File: config.mk
export PLATFORM = sky130hd
export DESIGN_NAME = matrix_result_streamer_flat
export DESIGN_NICKNAME = d
export VERILOG_FILES = /design/src/rtl/mm_pkg.sv /design/src/rtl/matrix_result_streamer_if.sv /design/src/rtl/stream_skid_fifo.sv /design/src/rtl/matrix_result_streamer.sv /design/src/flat_wrapper.sv
export SDC_FILE = /design/constraint.sdc
export NUM_CORES = 1
export LEC_CHECK = 0
export ABC_AREA = 1
export CAP_MARGIN = 20
export CELL_PAD_IN_SITES_DETAIL_PLACEMENT = 1
export CELL_PAD_IN_SITES_GLOBAL_PLACEMENT = 1
export CORE_UTILIZATION = 30
export DETAILED_ROUTE_END_ITERATION = 16
export PLACE_DENSITY = 0.72
export SLEW_MARGIN = 20
export SYNTH_ARGS = -nofsm -noshare
export SYNTH_HDL_FRONTEND = slang
export SYNTH_SLANG_ARGS = --single-unit
File: constraint.sdc
create_clock -name clk -period 2.2 [get_ports clk]
set_input_delay 0.22 -clock clk [delete_from_list [all_inputs] [get_ports clk]]
set_output_delay 0.22 -clock clk [all_outputs]
set_load 0.02 [all_outputs]
File: src/rtl/mm_pkg.sv
// Shared types and helpers for the result-matrix reader path.
package mm_pkg;

  localparam int unsigned SIZE_DEFAULT  = 4;
  localparam int unsigned WIDTH_DEFAULT = 16;

  typedef enum logic [1:0] {
    ST_IDLE  = 2'd0,
    ST_READ  = 2'd1,
    ST_DRAIN = 2'd2
  } st_e;

  // Row of a row-major linear element index.
  function automatic int unsigned idx_row(input int unsigned idx, input int unsigned size);
    return idx / size;
  endfunction

  // Column of a row-major linear element index.
  function automatic int unsigned idx_col(input int unsigned idx, input int unsigned size);
    return idx % size;
  endfunction

endpackage

File: src/rtl/matrix_result_streamer_if.sv
// Element stream from the result reader towards the egress path.
interface matrix_result_streamer_if
  import mm_pkg::*;
#(
  parameter int unsigned SIZE  = SIZE_DEFAULT,
  parameter int unsigned WIDTH = WIDTH_DEFAULT
);

  localparam int unsigned ADDR_W = $clog2(SIZE * SIZE);

  logic              m_valid;
  logic              m_ready;
  logic [WIDTH-1:0]  m_data;
  logic [ADDR_W-1:0] m_row;
  logic [ADDR_W-1:0] m_col;
  logic              m_last;

  modport master (
    output m_valid,
    output m_data,
    output m_row,
    output m_col,
    output m_last,
    input  m_ready
  );

  modport slave (
    input  m_valid,
    input  m_data,
    input  m_row,
    input  m_col,
    input  m_last,
    output m_ready
  );

endinterface

File: src/rtl/stream_skid_fifo.sv
// Two-entry output FIFO; the head entry is a register that drives the stream directly.
module stream_skid_fifo #(
  parameter int unsigned W = 8
) (
  input  logic         clk,
  input  logic         reset,
  input  logic         push,
  input  logic [W-1:0] push_data,
  input  logic         pop,
  output logic [W-1:0] head_data,
  output logic         full,
  output logic         empty
);

  logic [1:0]   count_q, count_d;
  logic [W-1:0] head_q, head_d;
  logic [W-1:0] tail_q, tail_d;
  logic         pop_ok;
  logic         push_ok;

  // Entry and occupancy update; pops on an empty FIFO and pushes into a full one are dropped.
  always_comb begin
    count_d = count_q;
    head_d  = head_q;
    tail_d  = tail_q;
    pop_ok  = pop && (count_q != 2'd0);
    push_ok = push && ((count_q != 2'd2) || pop_ok);
    case ({push_ok, pop_ok})
      2'b10: begin
        if (count_q == 2'd0) head_d = push_data;
        else                 tail_d = push_data;
        count_d = count_q + 2'd1;
      end
      2'b01: begin
        head_d  = tail_q;
        count_d = count_q - 2'd1;
      end
      2'b11: begin
        if (count_q == 2'd1) begin
          head_d = push_data;
        end else begin
          head_d = tail_q;
          tail_d = push_data;
        end
      end
      default: ;
    endcase
  end

  // Storage and occupancy registers.
  always_ff @(posedge clk or posedge reset) begin
    if (reset) begin
      count_q <= 2'd0;
      head_q  <= '0;
      tail_q  <= '0;
    end else begin
      count_q <= count_d;
      head_q  <= head_d;
      tail_q  <= tail_d;
    end
  end

  assign head_data = head_q;
  assign full      = (count_q == 2'd2);
  assign empty     = (count_q == 2'd0);

endmodule

File: src/rtl/matrix_result_streamer.sv
// Reads the result matrix row-major through a 1-cycle sync-read port and streams it out.
module matrix_result_streamer
  import mm_pkg::*;
#(
  parameter  int unsigned SIZE   = SIZE_DEFAULT,
  parameter  int unsigned WIDTH  = WIDTH_DEFAULT,
  localparam int unsigned ADDR_W = $clog2(SIZE * SIZE)
) (
  input  logic              clk,
  input  logic              reset,
  input  logic              start,
  output logic              busy,
  output logic              done,
  output logic [ADDR_W-1:0] mem_addr,
  input  logic [WIDTH-1:0]  mem_rdata,
  matrix_result_streamer_if.master m
);

  localparam int unsigned       PAY_W     = WIDTH + 2 * ADDR_W + 1;
  localparam logic [ADDR_W-1:0] LAST_ADDR = ADDR_W'(SIZE * SIZE - 1);

  st_e               state_q, state_d;
  logic              busy_q, busy_d;
  logic              done_q, done_d;
  logic [ADDR_W-1:0] addr_q, addr_d;
  logic              rd_pend_q, rd_pend_d;
  logic [ADDR_W-1:0] tag_row_q, tag_row_d;
  logic [ADDR_W-1:0] tag_col_q, tag_col_d;
  logic              tag_last_q, tag_last_d;

  logic              issue_c;
  logic              pop_c;
  logic              credit_ok_c;
  logic [2:0]        used_c;
  logic              fifo_full;
  logic              fifo_empty;
  logic [PAY_W-1:0]  push_data_c;
  logic [PAY_W-1:0]  head_data;
  logic [WIDTH-1:0]  head_elem;
  logic [ADDR_W-1:0] head_row;
  logic [ADDR_W-1:0] head_col;
  logic              head_last;

  // Credit: buffered plus in-flight reads, less this cycle's pop, must leave room for one more.
  always_comb begin
    pop_c       = !fifo_empty && m.m_ready;
    used_c      = (fifo_full ? 3'd2 : (fifo_empty ? 3'd0 : 3'd1)) + 3'(rd_pend_q);
    credit_ok_c = (used_c < (3'd2 + 3'(pop_c)));
  end

  // Sequencing FSM, address issue and tag capture for the read in flight.
  always_comb begin
    state_d    = state_q;
    done_d     = 1'b0;
    addr_d     = addr_q;
    rd_pend_d  = 1'b0;
    tag_row_d  = tag_row_q;
    tag_col_d  = tag_col_q;
    tag_last_d = tag_last_q;
    issue_c    = 1'b0;
    case (state_q)
      ST_IDLE: begin
        if (start && !done_q) state_d = ST_READ;
      end
      ST_READ: begin
        issue_c = credit_ok_c;
        if (issue_c && (addr_q == LAST_ADDR)) state_d = ST_DRAIN;
      end
      ST_DRAIN: begin
        if (pop_c && head_last) begin
          state_d = ST_IDLE;
          done_d  = 1'b1;
        end
      end
      default: state_d = ST_IDLE;
    endcase
    if (issue_c) begin
      addr_d     = addr_q + ADDR_W'(1);
      rd_pend_d  = 1'b1;
      tag_row_d  = ADDR_W'(idx_row(32'(addr_q), SIZE));
      tag_col_d  = ADDR_W'(idx_col(32'(addr_q), SIZE));
      tag_last_d = (addr_q == LAST_ADDR);
    end
    busy_d = (state_d != ST_IDLE);
  end

  // Control and read-tracking registers.
  always_ff @(posedge clk or posedge reset) begin
    if (reset) begin
      state_q    <= ST_IDLE;
      busy_q     <= 1'b0;
      done_q     <= 1'b0;
      addr_q     <= '0;
      rd_pend_q  <= 1'b0;
      tag_row_q  <= '0;
      tag_col_q  <= '0;
      tag_last_q <= 1'b0;
    end else begin
      state_q    <= state_d;
      busy_q     <= busy_d;
      done_q     <= done_d;
      addr_q     <= addr_d;
      rd_pend_q  <= rd_pend_d;
      tag_row_q  <= tag_row_d;
      tag_col_q  <= tag_col_d;
      tag_last_q <= tag_last_d;
    end
  end

  assign push_data_c = {mem_rdata, tag_row_q, tag_col_q, tag_last_q};

  stream_skid_fifo #(
    .W (PAY_W)
  ) u_fifo (
    .clk       (clk),
    .reset     (reset),
    .push      (rd_pend_q),
    .push_data (push_data_c),
    .pop       (pop_c),
    .head_data (head_data),
    .full      (fifo_full),
    .empty     (fifo_empty)
  );

  assign {head_elem, head_row, head_col, head_last} = head_data;

  assign busy      = busy_q;
  assign done      = done_q;
  assign mem_addr  = addr_q;
  assign m.m_valid = !fifo_empty;
  assign m.m_data  = head_elem;
  assign m.m_row   = head_row;
  assign m.m_col   = head_col;
  assign m.m_last  = head_last;

endmodule

File: src/flat_wrapper.sv
// flat-port wrapper written by rule: the top's interface ports become plain ports
module matrix_result_streamer_flat import mm_pkg::*;
#(
  parameter  int unsigned SIZE   = SIZE_DEFAULT,
  parameter  int unsigned WIDTH  = WIDTH_DEFAULT,
  localparam int unsigned ADDR_W = $clog2(SIZE * SIZE)
)
  (clk, reset, start, busy, done, mem_addr, mem_rdata, m_m_valid, m_m_data, m_m_row, m_m_col, m_m_last, m_m_ready);
  matrix_result_streamer_if #(.SIZE(SIZE), .WIDTH(WIDTH)) m_i ();
  input  logic clk;
  input  logic reset;
  input  logic start;
  output logic busy;
  output logic done;
  output logic [ADDR_W-1:0] mem_addr;
  input  logic [WIDTH-1:0] mem_rdata;
  output wire logic [$bits(m_i.m_valid)-1:0] m_m_valid;
  output wire logic [$bits(m_i.m_data)-1:0] m_m_data;
  output wire logic [$bits(m_i.m_row)-1:0] m_m_row;
  output wire logic [$bits(m_i.m_col)-1:0] m_m_col;
  output wire logic [$bits(m_i.m_last)-1:0] m_m_last;
  input wire logic [$bits(m_i.m_ready)-1:0] m_m_ready;
  assign m_m_valid = m_i.m_valid;
  assign m_m_data = m_i.m_data;
  assign m_m_row = m_i.m_row;
  assign m_m_col = m_i.m_col;
  assign m_m_last = m_i.m_last;
  assign m_i.m_ready = m_m_ready;
  matrix_result_streamer #(.SIZE(SIZE), .WIDTH(WIDTH)) u_core (.clk(clk), .reset(reset), .start(start), .busy(busy), .done(done), .mem_addr(mem_addr), .mem_rdata(mem_rdata), .m(m_i));
endmodule
# [After elaboration in Yosys (flattened, before gate mapping)]
# Cells that the tools add are included.
[totals] out_inout_bits=32 word_cells=64 inputBits=20 register_bits=66
[classes] n_eq_ne=12 n_reduce_logical=18 mux=17 n_addsub=5 order_cmp=1
[op_table] cell="25-bit two-way mux" n=4
[op_table] cell="25-bit case mux with 3 select lines" n=1
[op_table] cell="25-bit case mux with 2 select lines" n=1
[op_table] cell="2-bit equality test, second input constant" n=4
[op_table] cell="2-bit nonzero test" n=4
[op_table] cell="2-bit by 1-bit equality test with 1-bit output, second input constant" n=3
[op_table] cell="1-bit logical AND" n=6
[op_table] cell="2-bit two-way mux" n=3
[op_table] cell="2-bit inequality test, second input constant" n=3
[op_table] cell="2-bit case mux with 3 select lines" n=1
[op_table] cell="1-bit two-way mux" n=5
[op_table] cell="4-bit by 1-bit adder with 4-bit output, second input constant" n=1
[op_table] cell="4-bit equality test, second input constant" n=1
[op_table] cell="2-bit zero test" n=2
[op_table] cell="2-bit case mux with 2 select lines" n=1
[op_table] cell="2-bit by 1-bit adder with 3-bit output, first input constant" n=1
[op_table] cell="3-bit by 1-bit adder with 3-bit output" n=1
[op_table] cell="3-bit < comparator" n=1
[op_table] cell="3-bit two-way mux" n=1
[op_table] cell="3-bit AND reduction" n=1
[op_table] cell="3-bit nonzero test" n=1
[op_table] cell="2-bit by 1-bit adder with 2-bit output, second input constant" n=1
[op_table] cell="1-bit zero test" n=2
[op_table] cell="2-bit by 1-bit inequality test with 1-bit output, second input constant" n=1
[op_table] cell="3 further kinds" n=3

# [Longest topological paths before layout]
[logic_depth] depth_word=9 depth_mapped=13 mapped_depth_nobuf=13

# [Cells and area by module]
# From an unflattened synthesis, not the netlist that was laid out.
[hier_totals] hier_cells=402 hier_area_um2=3291.9
[modules_own_cells] mod="stream_skid_fifo" area_each_um2=2590.0 cells_each=324 n_inst=1
[modules_own_cells] mod="matrix_result_streamer" area_each_um2=701.9 cells_each=78 n_inst=1

# [Least setup slack after synthesis]
# Ideal clock, no wire load.
[synth_timing] path_kind="reg2reg" from="register u_core.u_fifo.count_q[0]" to="register u_core.tag_col_q[0]" setup_time_ns=0.121 arrival_time_ns=1.823 stages_incl_launch_ff=14 path_buffers=1 period_less_slack_ns=1.944 setup_slack_ns=0.256 cell_sequence="dfrtp_1 > inv_2 > ha_1 > inv_1 > nand2_1 > inv_1 > ha_1 > inv_1 > nand3_1 > nand2_1 > nand3_2 > buf_2 > nand2_1 > o21ai_1"
[synth_between] elab_chain_len=6
[synth_lines] element="from (decl)" line="stream_skid_fifo.sv:15" rtl="logic [1:0] count_q, count_d;"
[synth_lines] element="from (signal assigned)" line="stream_skid_fifo.sv:57" rtl="count_q <= count_d;"
[synth_lines] element="2-bit zero test" line="stream_skid_fifo.sv:65" rtl="assign empty = (count_q == 2'd0);"
[synth_lines] element="1-bit zero test"
[synth_lines] element="named net m_m_valid" line="flat_wrapper.sv:17" rtl="output wire logic [$bits(m_i.m_valid)-1:0] m_m_valid;"
[synth_lines] element="1-bit logical AND" line="matrix_result_streamer.sv:46" rtl="pop_c = !fifo_empty && m.m_ready;"
[synth_lines] element="2-bit by 1-bit adder with 3-bit output" line="matrix_result_streamer.sv:48" rtl="credit_ok_c = (used_c < (3'd2 + 3'(pop_c)));"
[synth_lines] element="3-bit < comparator" line="matrix_result_streamer.sv:48"
[synth_lines] element="1-bit two-way mux" line="matrix_result_streamer.sv:61" rtl="case (state_q)"
[synth_lines] element="to (signal assigned)" line="matrix_result_streamer.sv:105" rtl="tag_col_q <= tag_col_d;"
[synth_lines] element="to (decl)" line="matrix_result_streamer.sv:28" rtl="logic [ADDR_W-1:0] tag_col_q, tag_col_d;"
# The timed path passes the listed nets, and every way through them passes these cells.
# A chain may end at the register's enable or synchronous reset.

# [Worst setup path after layout]
[layout_timing] from="register u_core.u_fifo.count_q[0]" to="register u_core.u_fifo.tail_q[10]"
[layout_between] elab_chain_len=9
[layout_lines] element="2-bit zero test" line="stream_skid_fifo.sv:30, stream_skid_fifo.sv:65"
[layout_lines] element="1-bit zero test" line="matrix_result_streamer.sv:46"
[layout_lines] element="1-bit logical AND" line="matrix_result_streamer.sv:46"
[layout_lines] element="1-bit logical AND" line="stream_skid_fifo.sv:26" rtl="pop_ok = pop && (count_q != 2'd0);"
[layout_lines] element="1-bit logical OR" line="stream_skid_fifo.sv:27" rtl="push_ok = push && ((count_q != 2'd2) || pop_ok);"
[layout_lines] element="1-bit logical AND" line="stream_skid_fifo.sv:27"
[layout_lines] element="2-bit equality test" line="stream_skid_fifo.sv:28" rtl="case ({push_ok, pop_ok})"
[layout_lines] element="2-bit inequality test (no source line) or 2-bit nonzero test (tied branches)"
[layout_lines] element="3-bit AND reduction (no source line)"
[layout_lines] element="to (signal assigned)" line="stream_skid_fifo.sv:59" rtl="tail_q <= tail_d;"
[layout_lines] element="to (decl)" line="stream_skid_fifo.sv:17" rtl="logic [W-1:0] tail_q, tail_d;"
# Parallel ways exist; a longest one is shown, timed or not.

==> impl_results.md <==
* Status: finished, final reports clean
* Hold Vio Cnt, Final at 0
* Initial antenna violation count at 0
* DRC errors left at 0
* Vias per cell at roughly 4.6
* Gr usage total at 0.1675
* Vias in the first global route at around 2600
* Final slew viol count at 0
* Io pins at 52
* GP Congestion at around 0.81
* Register area at 1451 um^2
* Synth top area cells: dfrtp_1, nand2_1, nand3_1
* Root Driver: clkbuf_8
* EDFF count, synth at 0
* Gr ovfl total at 0
* Routed Antenna Nets at 0
* DPL Wire Length at around 5000 um
* DR pass1 iterations at 4
* Drt total wl at approximately 7300 um
* FF-to-FF End: u_core.u_fifo.tail_q[10]
* Critical path launch point type: register
* DR WL/cell at approximately 14 um
* Die Footprint at 9801 um^2
* Vias at 2432
* Main synth FF type: dfrtp_1
* Area of the multi-input gates at ~1200 um^2
* Site Rows at 35
* Die height at approximately 99 um
* Max Clk Rate at 500.2 MHz
* Starting Density at 0.3069
* Post-synth top area cell: dfrtp_1
* DRT iter0 DRCs at between 60 and 70
* Pwr dens at 1596 nW/um^2
* Core ar. at 9196 um^2
* FF-to-FF Start: u_core.u_fifo.count_q[0]
* Post-synth ARST share at 1.000
* Final setup TNS at 0 ps
* Leak at 1.906 nW
* Final Skew at approximately 9.1 ps
* ANT cells at 0
* Crit path time final at about 2000 ps
* Register area share after synthesis at 0.5142
* Post-synth top cells: nand2_1, dfrtp_1, nand3_1
* Layout Nets at about 440
* Skew-Pair Late Insertion Delay at around 340 ps
* Final period util at 0.9087
* Top-area cell type share of the netlist area at 0.5142
* Slew @ Worst Pin at roughly 630 ps
* WP buf/inv at 2
* Type of the worst setup path: reg2reg
* Unrepaired setup endpoints after global routing: false
* Critical path data arrival time at 2230 ps
* CTS Sinks at 58
* Synth Register Bits at between 50 and 60
* CP endpoint kind: register
* Syn Inst Count at ~360
* Routed met1 length at between 3000 and 4000 um
* CP max-delay cell: dfrtp_1
* Max incr delay on CP at 410 ps
* Peak supply drop at between 0.0006 and 0.0007 V
* Final setup vio count at 0
* Crit path cell chain: inv_2 > ha_1 > inv_1 > nand2_4 > a21oi_4 > nand2_2 > nand2_1 > nand2_1
* Fillers at roughly 1100
* Most numerous cell in the Yosys netlist: nand2_1
* TritonCTS clock tree: done
* Most used cell, CP: nand2_1
* Max-cap violations at 0
* Top Metal Used: met4
* Global-route wire length before repair at between 10000 and 15000 um
* Final cell utilization of the core at 0.3947
* Inserted Clock Buffers at 9
* CP Data Required Time at 2430 ps
* DIE WIDTH at approximately 99 um
* Tot Pwr at just under 6 mW
* Reg-to-reg setup timing slack at between 200 and 250 ps
* Pin count of the biggest net entering global routing at 29
* DR WL met2 at between 3000 and 4000 um
* Distinct cells, synth at 26
* I/O Buffers at 47
* Layout area overhead at 28.59%
* Warnings from Yosys at 0
* Metal3 WL at 289 um
* Relative slew slack at 0.5800
* Crit path max-delay family: simple AND/OR/NAND/NOR gates
* Synthesized area per cell at between 7 and 8 um^2
* CP Max Fanout at 21
* Htree depth at 3
* Clock transition at the registers of the reported paths at approximately 70 ps
* Worst R2R Path Depth at 8
* Netlist Area Pre-Place at 2823 um^2
* Longest Clk Path Bufs at 2
* Layout cell share with drive strength beyond 1 at 0.09662
* Hold Crit Class: in2async
==> power breakdown <==
group / internal, mW / total, mW / switching [mW]
logic: 1.07 / 2.88 / 1.81
clock network: 0.614 / 1.06 / 0.446
registers: 1.55 / 1.85 / 0.300
total: 3.23 / 5.79 / 2.56
==> through the flow <==
step,setup slack (ps),std cells,cell area [um^2],hold slack [ps]
final,200.9,525,3630,274.1
after global routing,60.36,525,3630,328.2
after CTS,52.78,524,3610,288.0
after detailed placement,64.01,508,3396,461.4
after global placement,212.9,508,3396,453.7
after floorplan,255.9,362,2834,364.5
==> metal layers <==
| metal | global-route usage | vias up |
|---|---|---|
| met3 | 0.05248 | 4 |
| met4 | 0.04822 | 0 |
| met2 | 0.2840 | 45 |
| met5 | 0 | - |
| met1 | 0.2043 | 1170 |
| li1 | - | 1213 |
==> state kept, by name, indices dropped and copies added (netlist names), 2 cells and up <==
name	flops
u_core.mem_addr	4
u_core.state_q	2
u_core.tag_col_q	2
u_core.tag_row_q	2
u_core.u_fifo.count_q	2
u_core.u_fifo.head_data	21
u_core.u_fifo.tail_q	21
==> layout make-up <==
type	instances	area share
Inverter	20	0.02068
Clock inverter	4	0.01344
Clock buffer	12	0.04550
Tap cell	111	0.03826
Timing Repair Buffer	56	0.1517
Multi-Input combinational cell	264	0.3306
Sequential cell	58	0.3999
==> layout by cell type, fill, tap and decap left out, drive strengths merged, types with 2 or more instances in the layout <==
master         netlist  final
a21oi                3      3
buf                 19      9
clkbuf               2     12
clkdlybuf4s50        0     47
clkinv               0      3
conb                 1      4
dfrtp               58     58
ha                   6      6
inv                 20     20
nand2              184    184
nand3               48     49
nand4                2      2
nor2                 3      3
o21ai                7      7
xor2                 2      2
==> repair_timing <==
action                     in CTS  in global routing
resized for setup               0                  3
hold buffers                    0                  0
buffers inserted                0                  0
setup endpoints to repair       0                 10
==> worst max path at each step <==
stage,startpoint,end,slack [ps],depth (start not counted)
global placement,u_core.u_fifo.count_q[0],u_core.tag_row_q[0],210,13
CTS,u_core.u_fifo.count_q[0],u_core.mem_addr[1],50,13
finish,u_core.u_fifo.count_q[0],u_core.u_fifo.tail_q[10],200,8
global route,u_core.u_fifo.count_q[0],u_core.mem_addr[3],60,13
floorplan,u_core.u_fifo.count_q[0],u_core.tag_col_q[0],260,13
detailed placement,u_core.u_fifo.count_q[1],u_core.mem_addr[1],60,13
==> logic make-up (layout without fill, tap and decap cells) <==
family / count (synthesis) / count (layout) / synth area share
and+or+nand+nor: 239 / 240 / 0.3511
AOI/OAI and AO/OA: 11 / 11 / 0.02571
DFF: 58 / 58 / 0.5142
buffers and inverters: 41 / 92 / 0.07181
xor gates and xnor gates: 3 / 3 / 0.009310
adders and majority gates: 6 / 6 / 0.02660
other: 1 / 4 / 0.001329
Note: power is estimated with default switching activity, not from simulation.
